### config.mk
export PLATFORM = sky130hd
export DESIGN_NAME = lut_bank_flat
export DESIGN_NICKNAME = d
export VERILOG_FILES = /design/src/rtl/lut_bank_if.sv /design/src/rtl/lut_bank.sv /design/src/flat_wrapper.sv
export SDC_FILE = /design/constraint.sdc
export NUM_CORES = 2
export LEC_CHECK = 0
export BUFFER_PORTS_ARGS = -buffer_cell sky130_fd_sc_hd__buf_2
export CAP_MARGIN = 20
export CORE_MARGIN = 2
export CORE_UTILIZATION = 57
export CTS_CLUSTER_DIAMETER = 30
export DETAILED_ROUTE_END_ITERATION = 10
export PLACE_DENSITY_LB_ADDON = 0.05
export SLEW_MARGIN = 15
export SYNTH_ARGS = -nofsm -noshare
export SYNTH_HDL_FRONTEND = slang
export SYNTH_SLANG_ARGS = --single-unit
export TNS_END_PERCENT = 1
### constraint.sdc
create_clock -name clk -period 7.25 [get_ports clk]
set_input_delay 0 -clock clk [delete_from_list [all_inputs] [get_ports clk]]
set_output_delay 0 -clock clk [all_outputs]
set_load 0.01 [all_outputs]
### src/rtl/lut_bank_if.sv
// Lookup-sum bank bus: coefficient write port, lookup request and result.
// master drives requests (bench or upstream), slave is the lut_bank.
interface lut_bank_if #(
  parameter int unsigned N         = 12,
  parameter int unsigned DataWidth = 16
);
  localparam int unsigned AW = $clog2(N);
  localparam int unsigned OW = DataWidth + $clog2(N);

  logic                        wr_en;
  logic [AW-1:0]               wr_addr;
  logic signed [DataWidth-1:0] wr_data;
  logic                        busy;
  logic                        in_valid;
  logic                        in_ready;
  logic [N-1:0]                sel;
  logic                        out_valid;
  logic signed [OW-1:0]        result;

  modport master (
    output wr_en, wr_addr, wr_data, in_valid, sel,
    input  busy, in_ready, out_valid, result
  );

  modport slave (
    input  wr_en, wr_addr, wr_data, in_valid, sel,
    output busy, in_ready, out_valid, result
  );
endinterface

### src/rtl/lut_bank.sv
// Runtime-programmable partitioned look-up sum: result = sum_j (sel[j] ? +fact[j] : -fact[j]).
// One sub-table per LutSize select bits; a rebuild FSM regenerates a table after a coefficient write.
module lut_bank #(
  parameter int unsigned N         = 12,
  parameter int unsigned LutSize   = 4,
  parameter int unsigned DataWidth = 16
) (
  input logic       clk,
  input logic       rst,
  lut_bank_if.slave bus
);
  localparam int unsigned M       = (N + LutSize - 1) / LutSize;
  localparam int unsigned Entries = 1 << LutSize;
  localparam int unsigned PadN    = M * LutSize;
  // One bit of headroom beyond the nominal width so an all-minimum-coefficient entry cannot wrap.
  localparam int unsigned EW      = DataWidth + $clog2(LutSize + 1);
  localparam int unsigned OW      = DataWidth + $clog2(N);
  localparam int unsigned GW      = (M > 1) ? $clog2(M) : 1;

  typedef enum logic [0:0] {StIdle, StBuild} state_e;

  state_e                      state_q, state_d;
  logic [GW-1:0]               grp_q, grp_d;
  logic [LutSize-1:0]          cnt_q, cnt_d;
  logic signed [DataWidth-1:0] fact_q [N];
  logic signed [EW-1:0]        table_q [M][Entries];
  logic signed [EW-1:0]        part_q [M];
  logic                        v1_q;
  logic                        out_valid_q;
  logic signed [OW-1:0]        result_q;

  logic                        busy;
  logic                        wr_accept;
  logic                        lookup_accept;
  logic                        build_last;
  logic signed [DataWidth-1:0] fact_pad [PadN];
  logic [PadN-1:0]             sel_pad;
  logic signed [EW-1:0]        build_entry;
  logic signed [OW-1:0]        sum;

  assign busy          = (state_q == StBuild);
  assign bus.busy      = busy;
  assign bus.in_ready  = ~busy;
  assign bus.out_valid = out_valid_q;
  assign bus.result    = result_q;

  assign wr_accept     = bus.wr_en && (state_q == StIdle) && (32'(bus.wr_addr) < N);
  assign lookup_accept = bus.in_valid && ~busy;
  assign build_last    = &cnt_q;

  // Zero-padded views so the last group can be treated like the others.
  always_comb begin
    for (int j = 0; j < PadN; j++) fact_pad[j] = '0;
    for (int j = 0; j < N; j++) fact_pad[j] = fact_q[j];
    sel_pad        = '0;
    sel_pad[N-1:0] = bus.sel;
  end

  // Rebuild FSM.
  always_comb begin
    state_d = state_q;
    grp_d   = grp_q;
    cnt_d   = cnt_q;
    unique case (state_q)
      StIdle: begin
        if (wr_accept) begin
          state_d = StBuild;
          grp_d   = GW'(32'(bus.wr_addr) / LutSize);
          cnt_d   = '0;
        end
      end
      StBuild: begin
        cnt_d = cnt_q + 1'b1;
        if (build_last) state_d = StIdle;
      end
      default: state_d = StIdle;
    endcase
  end

  always_ff @(posedge clk or negedge rst) begin
    if (!rst) begin
      state_q <= StIdle;
      grp_q   <= '0;
      cnt_q   <= '0;
    end else begin
      state_q <= state_d;
      grp_q   <= grp_d;
      cnt_q   <= cnt_d;
    end
  end

  always_ff @(posedge clk or negedge rst) begin
    if (!rst) begin
      for (int j = 0; j < N; j++) fact_q[j] <= '0;
    end else if (wr_accept) begin
      fact_q[bus.wr_addr] <= bus.wr_data;
    end
  end

  // Entry cnt_q of table grp_q, built from the live coefficient registers.
  always_comb begin
    logic signed [DataWidth-1:0] c;
    build_entry = '0;
    for (int i = 0; i < LutSize; i++) begin
      c = '0;
      for (int g = 0; g < M; g++) begin
        if (grp_q == GW'(g)) c = fact_pad[g*LutSize+i];
      end
      if (cnt_q[i]) build_entry = build_entry + EW'(c);
      else          build_entry = build_entry - EW'(c);
    end
  end

  always_ff @(posedge clk or negedge rst) begin
    if (!rst) begin
      for (int g = 0; g < M; g++) begin
        for (int k = 0; k < Entries; k++) table_q[g][k] <= '0;
      end
    end else if (state_q == StBuild) begin
      table_q[grp_q][cnt_q] <= build_entry;
    end
  end

  always_comb begin
    sum = '0;
    for (int g = 0; g < M; g++) sum = sum + OW'(part_q[g]);
  end

  // Stage 1 registers partial reads, stage 2 the summed result; result holds across bubbles.
  always_ff @(posedge clk or negedge rst) begin
    if (!rst) begin
      for (int g = 0; g < M; g++) part_q[g] <= '0;
      v1_q        <= 1'b0;
      out_valid_q <= 1'b0;
      result_q    <= '0;
    end else begin
      v1_q        <= lookup_accept;
      out_valid_q <= v1_q;
      if (lookup_accept) begin
        for (int g = 0; g < M; g++) part_q[g] <= table_q[g][sel_pad[g*LutSize +: LutSize]];
      end
      if (v1_q) result_q <= sum;
    end
  end
endmodule

### src/flat_wrapper.sv
// flat-port wrapper written by rule: the top's interface ports become plain ports
module lut_bank_flat 
#(
  parameter int unsigned N         = 12,
  parameter int unsigned LutSize   = 4,
  parameter int unsigned DataWidth = 16
)
  (clk, rst, bus_wr_en, bus_wr_addr, bus_wr_data, bus_in_valid, bus_sel, bus_busy, bus_in_ready, bus_out_valid, bus_result);
  lut_bank_if #(.N(N), .DataWidth(DataWidth)) bus_i ();
  input logic clk;
  input logic rst;
  input wire logic [$bits(bus_i.wr_en)-1:0] bus_wr_en;
  input wire logic [$bits(bus_i.wr_addr)-1:0] bus_wr_addr;
  input wire logic [$bits(bus_i.wr_data)-1:0] bus_wr_data;
  input wire logic [$bits(bus_i.in_valid)-1:0] bus_in_valid;
  input wire logic [$bits(bus_i.sel)-1:0] bus_sel;
  output wire logic [$bits(bus_i.busy)-1:0] bus_busy;
  output wire logic [$bits(bus_i.in_ready)-1:0] bus_in_ready;
  output wire logic [$bits(bus_i.out_valid)-1:0] bus_out_valid;
  output wire logic [$bits(bus_i.result)-1:0] bus_result;
  assign bus_i.wr_en = bus_wr_en;
  assign bus_i.wr_addr = bus_wr_addr;
  assign bus_i.wr_data = bus_wr_data;
  assign bus_i.in_valid = bus_in_valid;
  assign bus_i.sel = bus_sel;
  assign bus_busy = bus_i.busy;
  assign bus_in_ready = bus_i.in_ready;
  assign bus_out_valid = bus_i.out_valid;
  assign bus_result = bus_i.result;
  lut_bank #(.N(N), .LutSize(LutSize), .DataWidth(DataWidth)) u_core (.clk(clk), .rst(rst), .bus(bus_i));
endmodule
==> results.py <==
metrics = {
    "logic_synthesis": {
        "syn_avg_cell_area_sq_um": 11.49,
        "synth_fp_nets": 4980,
        "yosysMostFrequentCell": "dfrtp_1",
        "synth-seq-cells": 1190,
        "synth-edff-count": 0,
        "synth_common_cells": "dfrtp_1 (1,190), nand2_1 (961), o21ai_0 (901), clkbuf_1 (340), mux2_2 (303)",
        "yosysSeqAreaShare_pct": 53.54,
        "yosys.area.top_type": "dfrtp_1",
        "syn-cell-area_sq_um": 55620,
        "ys.flop_type": "dfrtp_1",
        "synthTopCellsByArea": "dfrtp_1 (54%), mux4_2 (12%), o21ai_0 (8.1%)",
        "synthArstFlopShare_pct": 100.0,
        "yosysTopAreaCellShare_pct": 53.54,
        "synth_cell_types": 75,
        "synthesis.instances": 4841,
        "yosysWarnings": 0,
    },
    "setup_path": {
        "cp-start-kind": "flop",
        "critPathSlowestCell": "dfrtp_4",
        "crit_path_max_fanout": 13,
        "cpPeakStageDelay_ps": 480,
        "crit_family": "compound AO/OA/AOI/OAI gates",
        "critPathBufInv": 7,
        "cp.arrival_ps": 7610,
        "end_kind": "flop",
        "crit_required_ps": 7910,
        "crit_type": "reg -> reg",
    },
    "final_layout": {
        "fin_nets": 5033,
        "area_growth_pct": 18.80,
        "multiInputGateArea_sq_um": 24400,
        "drive_above_1_share_pct": 24.85,
        "instances_no_fill": 6368,
        "seq_area_sq_um": 29780,
        "n_fill_cell": 7096,
    },
    "placement": {
        "dpl.hpwl_mm": 83.79,
        "place_congestion": 0.8659,
        "portBuffers": 58,
        "place_inst": 5892,
    },
    "drt": {
        "vias": 37660,
        "wl_per_cell_um": 22.85,
        "ant_nets": 0,
        "viasPerCell": 5.913,
        "drt-initial-drc-count": 3072,
        "routed_wl_mm": 145.5,
        "first_pass_iters": 5,
        "drcViolationCount": 0,
    },
    "floorplan": {
        "die_area_sq_um": 100100,
        "design.core.area_sq_um": 96710,
        "initial_core_util_pct": 57.52,
        "ios": 59,
        "dieHeight_um": 316.4,
        "rows": 114,
        "die_w_um": 316.4,
    },
    "timing": {
        "period_needed_ps": 6952,
        "min_period_over_period_pct": 95.89,
        "hold_viol_final": 0,
        "relSlewSlack_pct": 23.01,
        "fin_worst_skew_ps": 38.83,
        "setup_violations": 0,
        "fmax_ghz": 0.1438,
        "tightest_slew_ps": 1155,
        "slew_violations": 0,
    },
    "hold_path": {
        "hold_path_class": "in -> reg",
    },
    "flow_run": {
        "drv_cap": 0,
    },
    "clock_tree": {
        "root_buffer": "clkbuf_16",
        "max-clock-path-buffers": 3,
        "cts.clk_slew.worst_paths_ps": 50,
        "cts_max_level": 4,
        "cts_tree": "yes",
        "clock_latency_ps": 810,
        "clkSinkCount": 1190,
        "cts_made_buffers": 230,
    },
    "global_routing": {
        "grt_pass1_vias": 38320,
        "grt_pass1_wl_mm": 226.4,
        "grt_start_max_net_pins": 149,
        "track_usage_pct": 29.81,
        "grt_overflow": 0,
        "grt_antenna_before_repair": 5,
    },
    "status": {
        "status": "completed",
    },
}
==> layout make-up <==
cell class / instances / area share (%)
Inverter: 52 / 0.2954
Sequential cell: 1190 / 45.07
Timing Repair Buffer: 215 / 2.857
Tap cell: 1276 / 2.416
Antenna cell: 2 / 0.007574
Clock inverter: 136 / 2.749
Multi-Input combinational cell: 3205 / 36.93
Clock buffer: 292 / 9.672
==> kinds of logic (layout without fill, tap and decap cells) <==
group	count (synthesis)	count (layout)	share of synthesized area, %
DFF	1190	1190	53.54
muxes	654	654	18.86
xor gates and xnor gates	114	114	1.845
adders and majority gates	103	103	2.627
and+or+nand+nor	1190	1190	8.707
buffers and inverters	446	695	3.223
AOI/OAI and AO/OA	1144	1144	11.20
other	0	2	0
==> path summary, 6_finish.rpt <==
check | slack [ps] | end | depth (start not counted) | start
worst max register to register | 300 | u_core.table_q[682]$_DFFE_PN0P_ | 35 | u_core.grp_q[0]$_DFFE_PN0P_
worst min register to register | 470 | u_core.bus.result[13]$_DFFE_PN0P_ | 1 | u_core.bus.result[13]$_DFFE_PN0P_
worst max-delay path | 300 | u_core.table_q[682]$_DFFE_PN0P_ | 35 | u_core.grp_q[0]$_DFFE_PN0P_
worst min-delay path | 20 | u_core.part_q[9]$_DFFE_PN0P_ | 3 | bus_sel[11]
max in group asynchronous | 5230 | u_core.table_q[480]$_DFFE_PN0P_ | 5 | rst
min in group asynchronous | 510 | u_core.table_q[799]$_DFFE_PN0P_ | 4 | rst
==> cells in the final DEF (no fill, tap or decap), types with 13 or more instances in the layout <==
master and n:
dfrtp_1 1188, nand2_1 961, o21ai_0 895, mux2_2 303
mux4_2 285, clkbuf_16 235, buf_4 110, nor2_1 79
ha_1 79, a21oi_1 72, mux2i_1 65, inv_1 51
buf_2 51, xor2_1 49, xnor2_1 49, nand3_1 45
clkinv_2 37, clkbuf_8 36, bufinv_16 33, clkinvlp_4 32
o2bb2ai_1 28, dlygate4sd3_1 28, nor3_1 24, clkbuf_1 24
o21ai_2 22, fa_1 22, a21o_1 21, o21ai_1 17
buf_12 15, clkinv_4 13
==> routing by layer <==
metal / wire length [um] / GRT usage [%] / up-vias
met1: 63940 / 42.24 / 19150
met4: 4153 / 9.895 / 0
met5: 0 / 0 / -
met3: 8672 / 5.893 / 283
li1: - / - / 17220
met2: 68780 / 46.73 / 1008
==> registers in the layout (all words and copies together), names as in the netlist <==
register              cells
u_core.bus.busy           1
u_core.bus.out_valid      1
u_core.bus.result        20
u_core.cnt_q              4
u_core.fact_pad         192
u_core.grp_q              2
u_core.part_q            57
u_core.table_q          912
u_core.v1_q               1
==> per-stage QoR <==
step	TNS, ps	instance area, sq um	setup WS, ps	util, %	hold slack, ps
after floorplan	0	55630	73.71	-	-295.6
after global placement	0	57100	52.97	59.04	5.753
after detailed placement	-4236	57150	-107.8	59.10	1.205
after CTS	0	65670	16.89	67.91	0.2655
after global routing	-3781	66070	-90.26	68.32	10.50
final	0	66080	297.9	68.33	23.31
==> tightest hold or removal path, delay by kind of cell <==
kind | cells | cell delay (ps)
buf+inv | 1 | 340
mux | 2 | 440
==> what timing repair did <==
item                                   in CTS  in global routing
buffers inserted                            0                  9
gates resized for setup                     2                 36
setup endpoints to repair                  59                288
endpoints found under the hold margin    1047                  0
cloned                                      0                  4
hold buffers                               29                  0
pin swaps                                   0                  5
Power is left out: the tool's default activity adds up to more than one toggle a clock period on the data nets, which glitch-free logic cannot reach.
